**src/rtl/detector_release_ctrl_pkg.sv**
```systemverilog
// Shared types and defaults for the 10110 detector release controller.
package detector_release_ctrl_pkg;

    typedef enum logic [1:0] {
        StIdle    = 2'b00,
        StCount   = 2'b01,
        StRelease = 2'b10
    } state_e;

    localparam int unsigned DefCntW  = 8;
    localparam int unsigned DefSessW = 16;

endpackage

```
**src/rtl/ld_down_counter.sv**
```systemverilog
// Loadable down counter that stops at zero, with zero/one flags.
module ld_down_counter #(
    parameter int unsigned W = 8
) (
    input  logic         clk,
    input  logic         rst,
    input  logic         load,
    input  logic [W-1:0] load_val,
    input  logic         dec,
    output logic [W-1:0] cnt,
    output logic         zero,
    output logic         one
);

    logic [W-1:0] cnt_q, cnt_d;

    // Load wins over decrement; decrement is ignored at zero so the count never wraps.
    always_comb begin
        cnt_d = cnt_q;
        if (load) begin
            cnt_d = load_val;
        end else if (dec && (cnt_q != '0)) begin
            cnt_d = cnt_q - W'(1);
        end
    end

    always_ff @(posedge clk or posedge rst) begin
        if (rst) begin
            cnt_q <= '0;
        end else begin
            cnt_q <= cnt_d;
        end
    end

    assign cnt  = cnt_q;
    assign zero = (cnt_q == '0);
    assign one  = (cnt_q == W'(1));

endmodule

```
**src/rtl/detector_release_ctrl.sv**
```systemverilog
// Holds the 10110 detector in its wait state for a programmable number of enabled
// cycles, then releases it; reports aborts, completed sessions and protocol errors.
module detector_release_ctrl
    import detector_release_ctrl_pkg::*;
#(
    parameter int unsigned CNT_W  = DefCntW,
    parameter int unsigned SESS_W = DefSessW
) (
    input  logic              clk,
    input  logic              rst,
    input  logic              i0,
    input  logic              w,
    input  logic              en,
    input  logic [CNT_W-1:0]  len,
    input  logic              clr_err,
    output logic              cntrl,
    output logic              busy,
    output logic [CNT_W-1:0]  remaining,
    output logic              abort,
    output logic [SESS_W-1:0] sessions,
    output logic              err
);

    state_e              state_q, state_d;
    logic                abort_q, abort_d;
    logic                err_q, err_d, err_set;
    logic [SESS_W-1:0]   sessions_q, sessions_d;
    logic                cnt_load, cnt_dec, cnt_zero, cnt_one;
    logic [CNT_W-1:0]    cnt_load_val;

    ld_down_counter #(
        .W (CNT_W)
    ) u_hold_cnt (
        .clk      (clk),
        .rst      (rst),
        .load     (cnt_load),
        .load_val (cnt_load_val),
        .dec      (cnt_dec),
        .cnt      (remaining),
        .zero     (cnt_zero),
        .one      (cnt_one)
    );

    always_comb begin
        state_d      = state_q;
        abort_d      = 1'b0;
        err_set      = 1'b0;
        cnt_load     = 1'b0;
        cnt_load_val = '0;
        cnt_dec      = 1'b0;
        case (state_q)
            StCount: begin
                // A second init pulse mid-session is a protocol error but never reloads.
                if (i0) begin
                    err_set = 1'b1;
                end
                if (!w) begin
                    abort_d  = 1'b1;
                    cnt_load = 1'b1;
                    state_d  = StIdle;
                end else if (en) begin
                    cnt_dec = 1'b1;
                    if (cnt_one || cnt_zero) begin
                        state_d = StRelease;
                    end
                end
            end
            StRelease: begin
                state_d = StIdle;
            end
            default: begin
                if (i0) begin
                    cnt_load     = 1'b1;
                    cnt_load_val = (len == '0) ? CNT_W'(1) : len;
                    state_d      = StCount;
                end else if (w) begin
                    // Orphan wait: release anyway so the detector cannot deadlock.
                    err_set = 1'b1;
                    state_d = StRelease;
                end
            end
        endcase
    end

    always_comb begin
        sessions_d = sessions_q;
        if ((state_q == StRelease) && (sessions_q != '1)) begin
            sessions_d = sessions_q + SESS_W'(1);
        end
        err_d = err_set ? 1'b1 : (clr_err ? 1'b0 : err_q);
    end

    always_ff @(posedge clk or posedge rst) begin
        if (rst) begin
            state_q    <= StIdle;
            abort_q    <= 1'b0;
            err_q      <= 1'b0;
            sessions_q <= '0;
        end else begin
            state_q    <= state_d;
            abort_q    <= abort_d;
            err_q      <= err_d;
            sessions_q <= sessions_d;
        end
    end

    assign cntrl    = (state_q == StRelease);
    assign busy     = (state_q == StCount) || (state_q == StRelease);
    assign abort    = abort_q;
    assign sessions = sessions_q;
    assign err      = err_q;

endmodule
```
**config.mk**
```make
export PLATFORM = sky130hd
export DESIGN_NAME = detector_release_ctrl
export DESIGN_NICKNAME = d
export VERILOG_FILES = /design/src/rtl/detector_release_ctrl_pkg.sv /design/src/rtl/ld_down_counter.sv /design/src/rtl/detector_release_ctrl.sv
export SDC_FILE = /design/constraint.sdc
export NUM_CORES = 1
export LEC_CHECK = 0
export CAP_MARGIN = 20
export CORE_ASPECT_RATIO = 0.5
export CORE_MARGIN = 2
export CORE_UTILIZATION = 44
export DETAILED_ROUTE_END_ITERATION = 12
export HOLD_SLACK_MARGIN = 0.02
export PLACE_DENSITY = 0.76
export SLEW_MARGIN = 0
export SYNTH_ARGS = -nofsm -noshare
export SYNTH_HDL_FRONTEND = slang
export SYNTH_SLANG_ARGS = --single-unit
```
**constraint.sdc**
```tcl
create_clock -name clk -period 1.7 [get_ports clk]
set_input_delay 0.17 -clock clk [delete_from_list [all_inputs] [get_ports clk]]
set_output_delay 0.17 -clock clk [all_outputs]
set_load 0.02 [all_outputs]
```
==> metrics.log <==
[metrics] multiplexer share of the synthesized area: about 1.9%
[metrics] Yosys warning total: 0
[metrics] critical-path cell list: inv_2, ha_4, nor3b_2, buf_4, or3_1, or3_1, nand3_1
[metrics] HPWL after DPL: around 3300 um
[metrics] DP Worst Slack: -0.163 ns
[metrics] main combinational cell family by area after synthesis: simple AND/OR/NAND/NOR gates
[metrics] clock-pin slew reported for the worst setup and hold paths after clock tree synthesis: about 0.1 ns
[metrics] maximum number of pins on one net before global-route repair: 29
[metrics] highest ir drop seen on vdd: about 0.00091 V
[metrics] Cell Rows: 15
[metrics] WHS: approximately 0.25 ns
[metrics] switching component of the power: approximately 1.6 mW
[metrics] most common library cells after synthesis: sky130_fd_sc_hd__dfrtp_1 (28), sky130_fd_sc_hd__nand2_1 (15), sky130_fd_sc_hd__inv_1 (12), sky130_fd_sc_hd__nor2_1 (12), sky130_fd_sc_hd__xor2_1 (12)
[metrics] number of synthesized flops with an enable pin: 0
[metrics] first-pass GRT wire length: between 7000 and 8000 um
[metrics] cell depth of the worst setup path: 7
[metrics] clk_skew: approximately 0.0037 ns
[metrics] setup slack of the most critical reg-to-reg path: -0.06 ns
[metrics] class of the tightest hold or removal check: input pin to async pin
[metrics] pin slew with the least headroom to its limit: between 0.3 and 0.4 ns
[metrics] antenna violations before repair: 0
[metrics] Most common cell on crit path: sky130_fd_sc_hd__or3_1
[metrics] clock latency of the later-clocked register in the worst-skew pair: between 0.2 and 0.3 ns
[metrics] master of the slowest instance on the critical path: sky130_fd_sc_hd__dfrtp_1
[metrics] height of the die: 47.6 um
[metrics] Synth area leader: sky130_fd_sc_hd__dfrtp_1
[metrics] end point of the critical path: u_hold_cnt.cnt[3]$_DFFE_PP0P_
[metrics] wire length after detailed routing: around 4500 um
[metrics] Total Die Area: about 4300 um^2
[metrics] gp weighted congestion: between 1 and 1.5
[metrics] relative slew slack: 74.9%
[metrics] number of DRC markers after the initial detailed-route iteration: 86
[metrics] layout overhead on the synthesized area: 50.2%
[metrics] number of buffers created by CTS: 3
[metrics] maximum level of the CTS H-tree: 1
[metrics] Worst Reg2Reg Path Length in Cells: 7
[metrics] remaining design rule violation count: 0
[metrics] number of vias in the routed layout: 1629
[metrics] per-cell via count in the routed design: roughly 5.5
[metrics] clock network fraction of design power: between 10% and 20%
[metrics] maximum single-stage delay on the critical path: approximately 0.43 ns
[metrics] final antenna-violating net count: 0
[metrics] main flop type after synthesis: sky130_fd_sc_hd__dfrtp_1
[metrics] port buffer count: 41
[metrics] core outline area: approximately 3500 um^2
[metrics] share of Yosys cell area claimed by the top area cell type: 41.9%
[metrics] clock period minus final worst setup slack: 1.76 ns
[metrics] violated checks: setup timing
[metrics] cell types with the largest area share after synthesis: sky130_fd_sc_hd__dfrtp_1 (42%), sky130_fd_sc_hd__xor2_1 (6.3%), sky130_fd_sc_hd__ha_1 (4.5%), sky130_fd_sc_hd__nand2_1 (3.4%), sky130_fd_sc_hd__nand3_1 (3.0%)
[metrics] required time of the worst setup path: between 1.5 and 2 ns
[metrics] launch instance of the worst register-to-register path: state_q[0]$_DFFE_PP0P_
[metrics] I/O pin count: 42
[metrics] combinational group share of total power: roughly three fifths
[metrics] critical path buffer and inverter count: 2
[metrics] Critical Path Source: state_q[0]$_DFFE_PP0P_
[metrics] most frequent cell after synthesis: sky130_fd_sc_hd__dfrtp_1
[metrics] final setup violation count: 2
[metrics] Max Clk Rate: between 500 and 600 MHz
[metrics] gr usage total: between 20% and 30%
[metrics] peak fanout along the critical path: 7
[metrics] CTS root buffer: sky130_fd_sc_hd__clkbuf_8
[metrics] cell family contributing the most delay on the critical path: simple AND/OR/NAND/NOR gates
[metrics] total count of hold-check failures in the final report: 0
[metrics] internal power: approximately 2.4 mW
[metrics] cell area after synthesis: ~1700 um^2
[metrics] Max Cap Violations: 0
[metrics] share of final-layout standard cells stronger than drive strength 1: about 28%
[metrics] static power due to leakage: around 1.2 nW
[metrics] critical path class: register to register
[metrics] xor/xnor share of the synthesized area: roughly 7.3%
[metrics] reg2reg end: u_hold_cnt.cnt[3]$_DFFE_PP0P_
[metrics] setup repair after global routing missed its margin: yes
[metrics] area fraction in compound gates after synthesis: a little over an eighth
[metrics] Antenna Cells: 0
[metrics] sw frac: approximately two fifths
[metrics] wire per inst: between 15 and 20 um
[metrics] fraction of the mapped netlist area in adder cells: between 4 and 5%
[metrics] Reg power frac: between 20% and 30%
[metrics] number of clock sinks: 28
[metrics] library cells used by synthesis: 48
[metrics] count of nets after finishing: ~270
[metrics] Die W: approximately 91 um
[metrics] Initial Utilization: ~47%
[metrics] drt first pass iters: 4
[metrics] type of origin of the critical path: register
[metrics] total grt overflow: 0
[metrics] via count of the first global-routing pass: 1502
[metrics] Cells after Synth: 176
[metrics] area of all placed cells without fillers: ~2500 um^2
[metrics] cell area after placement: about 2400 um^2
[metrics] post-synthesis simple-gate area fraction: between 20% and 30%
[metrics] total of flip-flops plus latches after synthesis: 28
[metrics] pins over their slew limit: 0
[metrics] power per cell area: between 1500 and 2000 nW/um^2
[metrics] maximum root-to-sink buffer count: 2
[metrics] share of synthesized registers carrying an async set or reset: 100%
[metrics] share of the cycle needed by the critical path after routing: 104%
[metrics] Worst Setup End Kind: register
[metrics] run status: complete, but fails checks
[metrics] part of the Yosys area used for sequential elements: 41.9%
[metrics] data arrival time of the worst path: 1.99 ns
[metrics] average size of a mapped cell: 9.49 um^2
[metrics] Post-Syn Nets: 196
[metrics] setup slack of the critical path after layout: -0.0612 ns
[metrics] clock tree from TritonCTS: done
-- final cells by class --
cell class,count,area (um^2)
Fill cell,281,1020
Inverter,12,45.0
Clock buffer,3,41.3
Clock inverter,1,30.0
Tap cell,51,63.8
Sequential cell,28,712
Multi-Input combinational cell,131,995
Timing Repair Buffer,70,622
-- layout by cell type, fill, tap and decap left out, drive strengths merged, types with 4 or more instances in the layout --
cell,n
nand4,5
a21oi,7
nor4,6
nor3,10
xor2,12
ha,6
o21ai,6
nand3,10
nand2,15
buf,30
dfrtp,28
nor2,12
inv,12
clkdlybuf4s50,39
a31oi,4
-- logic make-up (layout without fill, tap and decap cells) --
logic type,after synthesis,count (layout)
buffers and inverters,17,86
adders and majority gates,6,6
muxes,3,3
DFF,28,28
xor gates and xnor gates,14,14
AOI/OAI and AO/OA,32,32
and+or+nand+nor,76,76
-- per-stage QoR --
step / util, % / power, mW / instances / setup TNS, ns
2_1_floorplan: - / 2.33 / 176 / -0.420
3_3_place_gp: 67.1 / 3.25 / 291 / -0.306
3_5_place_dp: 67.1 / 3.32 / 291 / -0.767
4_1_cts: 70.6 / 3.99 / 296 / -0.0855
5_1_grt: 71.1 / 4.30 / 296 / -0.364
6_report: 71.1 / 4.03 / 296 / -0.0880
-- worst min-delay path by stage --
| stage | endpoint | slack (ns) |
|---|---|---|
| floorplan | abort$_DFF_PP0_ | 0.23 |
| global placement | sessions[9]$_DFFE_PP0P_ | 0.48 |
| detailed placement | sessions[9]$_DFFE_PP0P_ | 0.50 |
| CTS | abort$_DFF_PP0_ | 0.26 |
| global route | abort$_DFF_PP0_ | 0.27 |
| finish | state_q[0]$_DFFE_PP0P_ | 0.25 |
-- worst min-delay path, cell delays in order --
cell and delay (ns):
sky130_fd_sc_hd__clkdlybuf4s50_1 0.39, sky130_fd_sc_hd__inv_1 0.05, sky130_fd_sc_hd__buf_4 0.34
-- power groups by stage --
stage | Clock, mW | Combinational, mW | Sequential (mW)
after detailed placement | 0 | 2.25 | 1.07
after global placement | 0 | 2.19 | 1.06
after floorplan | 0 | 1.06 | 1.27
after global routing | 0.583 | 2.61 | 1.10
final | 0.541 | 2.41 | 1.08
after CTS | 0.547 | 2.38 | 1.07
-- state kept, by name, indices dropped and copies added, names as in the netlist --
register / cells
err: 1
u_hold_cnt.cnt: 8
sessions: 16
abort: 1
state_q: 2
-- metal layers --
layer  up-vias  part of all wire, %  GRT usage, %
li1        773                    -             -
met1       777                   45          27.5
met2        75                   48          40.7
met3         4                  6.7          4.72
met4         0                 0.52          4.55
met5         -                    0             0
-- repair_timing --
| item | CTS | global route |
|---|---|---|
| buffers inserted | 1 | 0 |
| pin swaps | 2 | 3 |
| setup endpoints to repair | 10 | 8 |
| hold buffers | 0 | 0 |
| resized for setup | 16 | 6 |
Note: power is estimated with default switching activity, not from simulation.
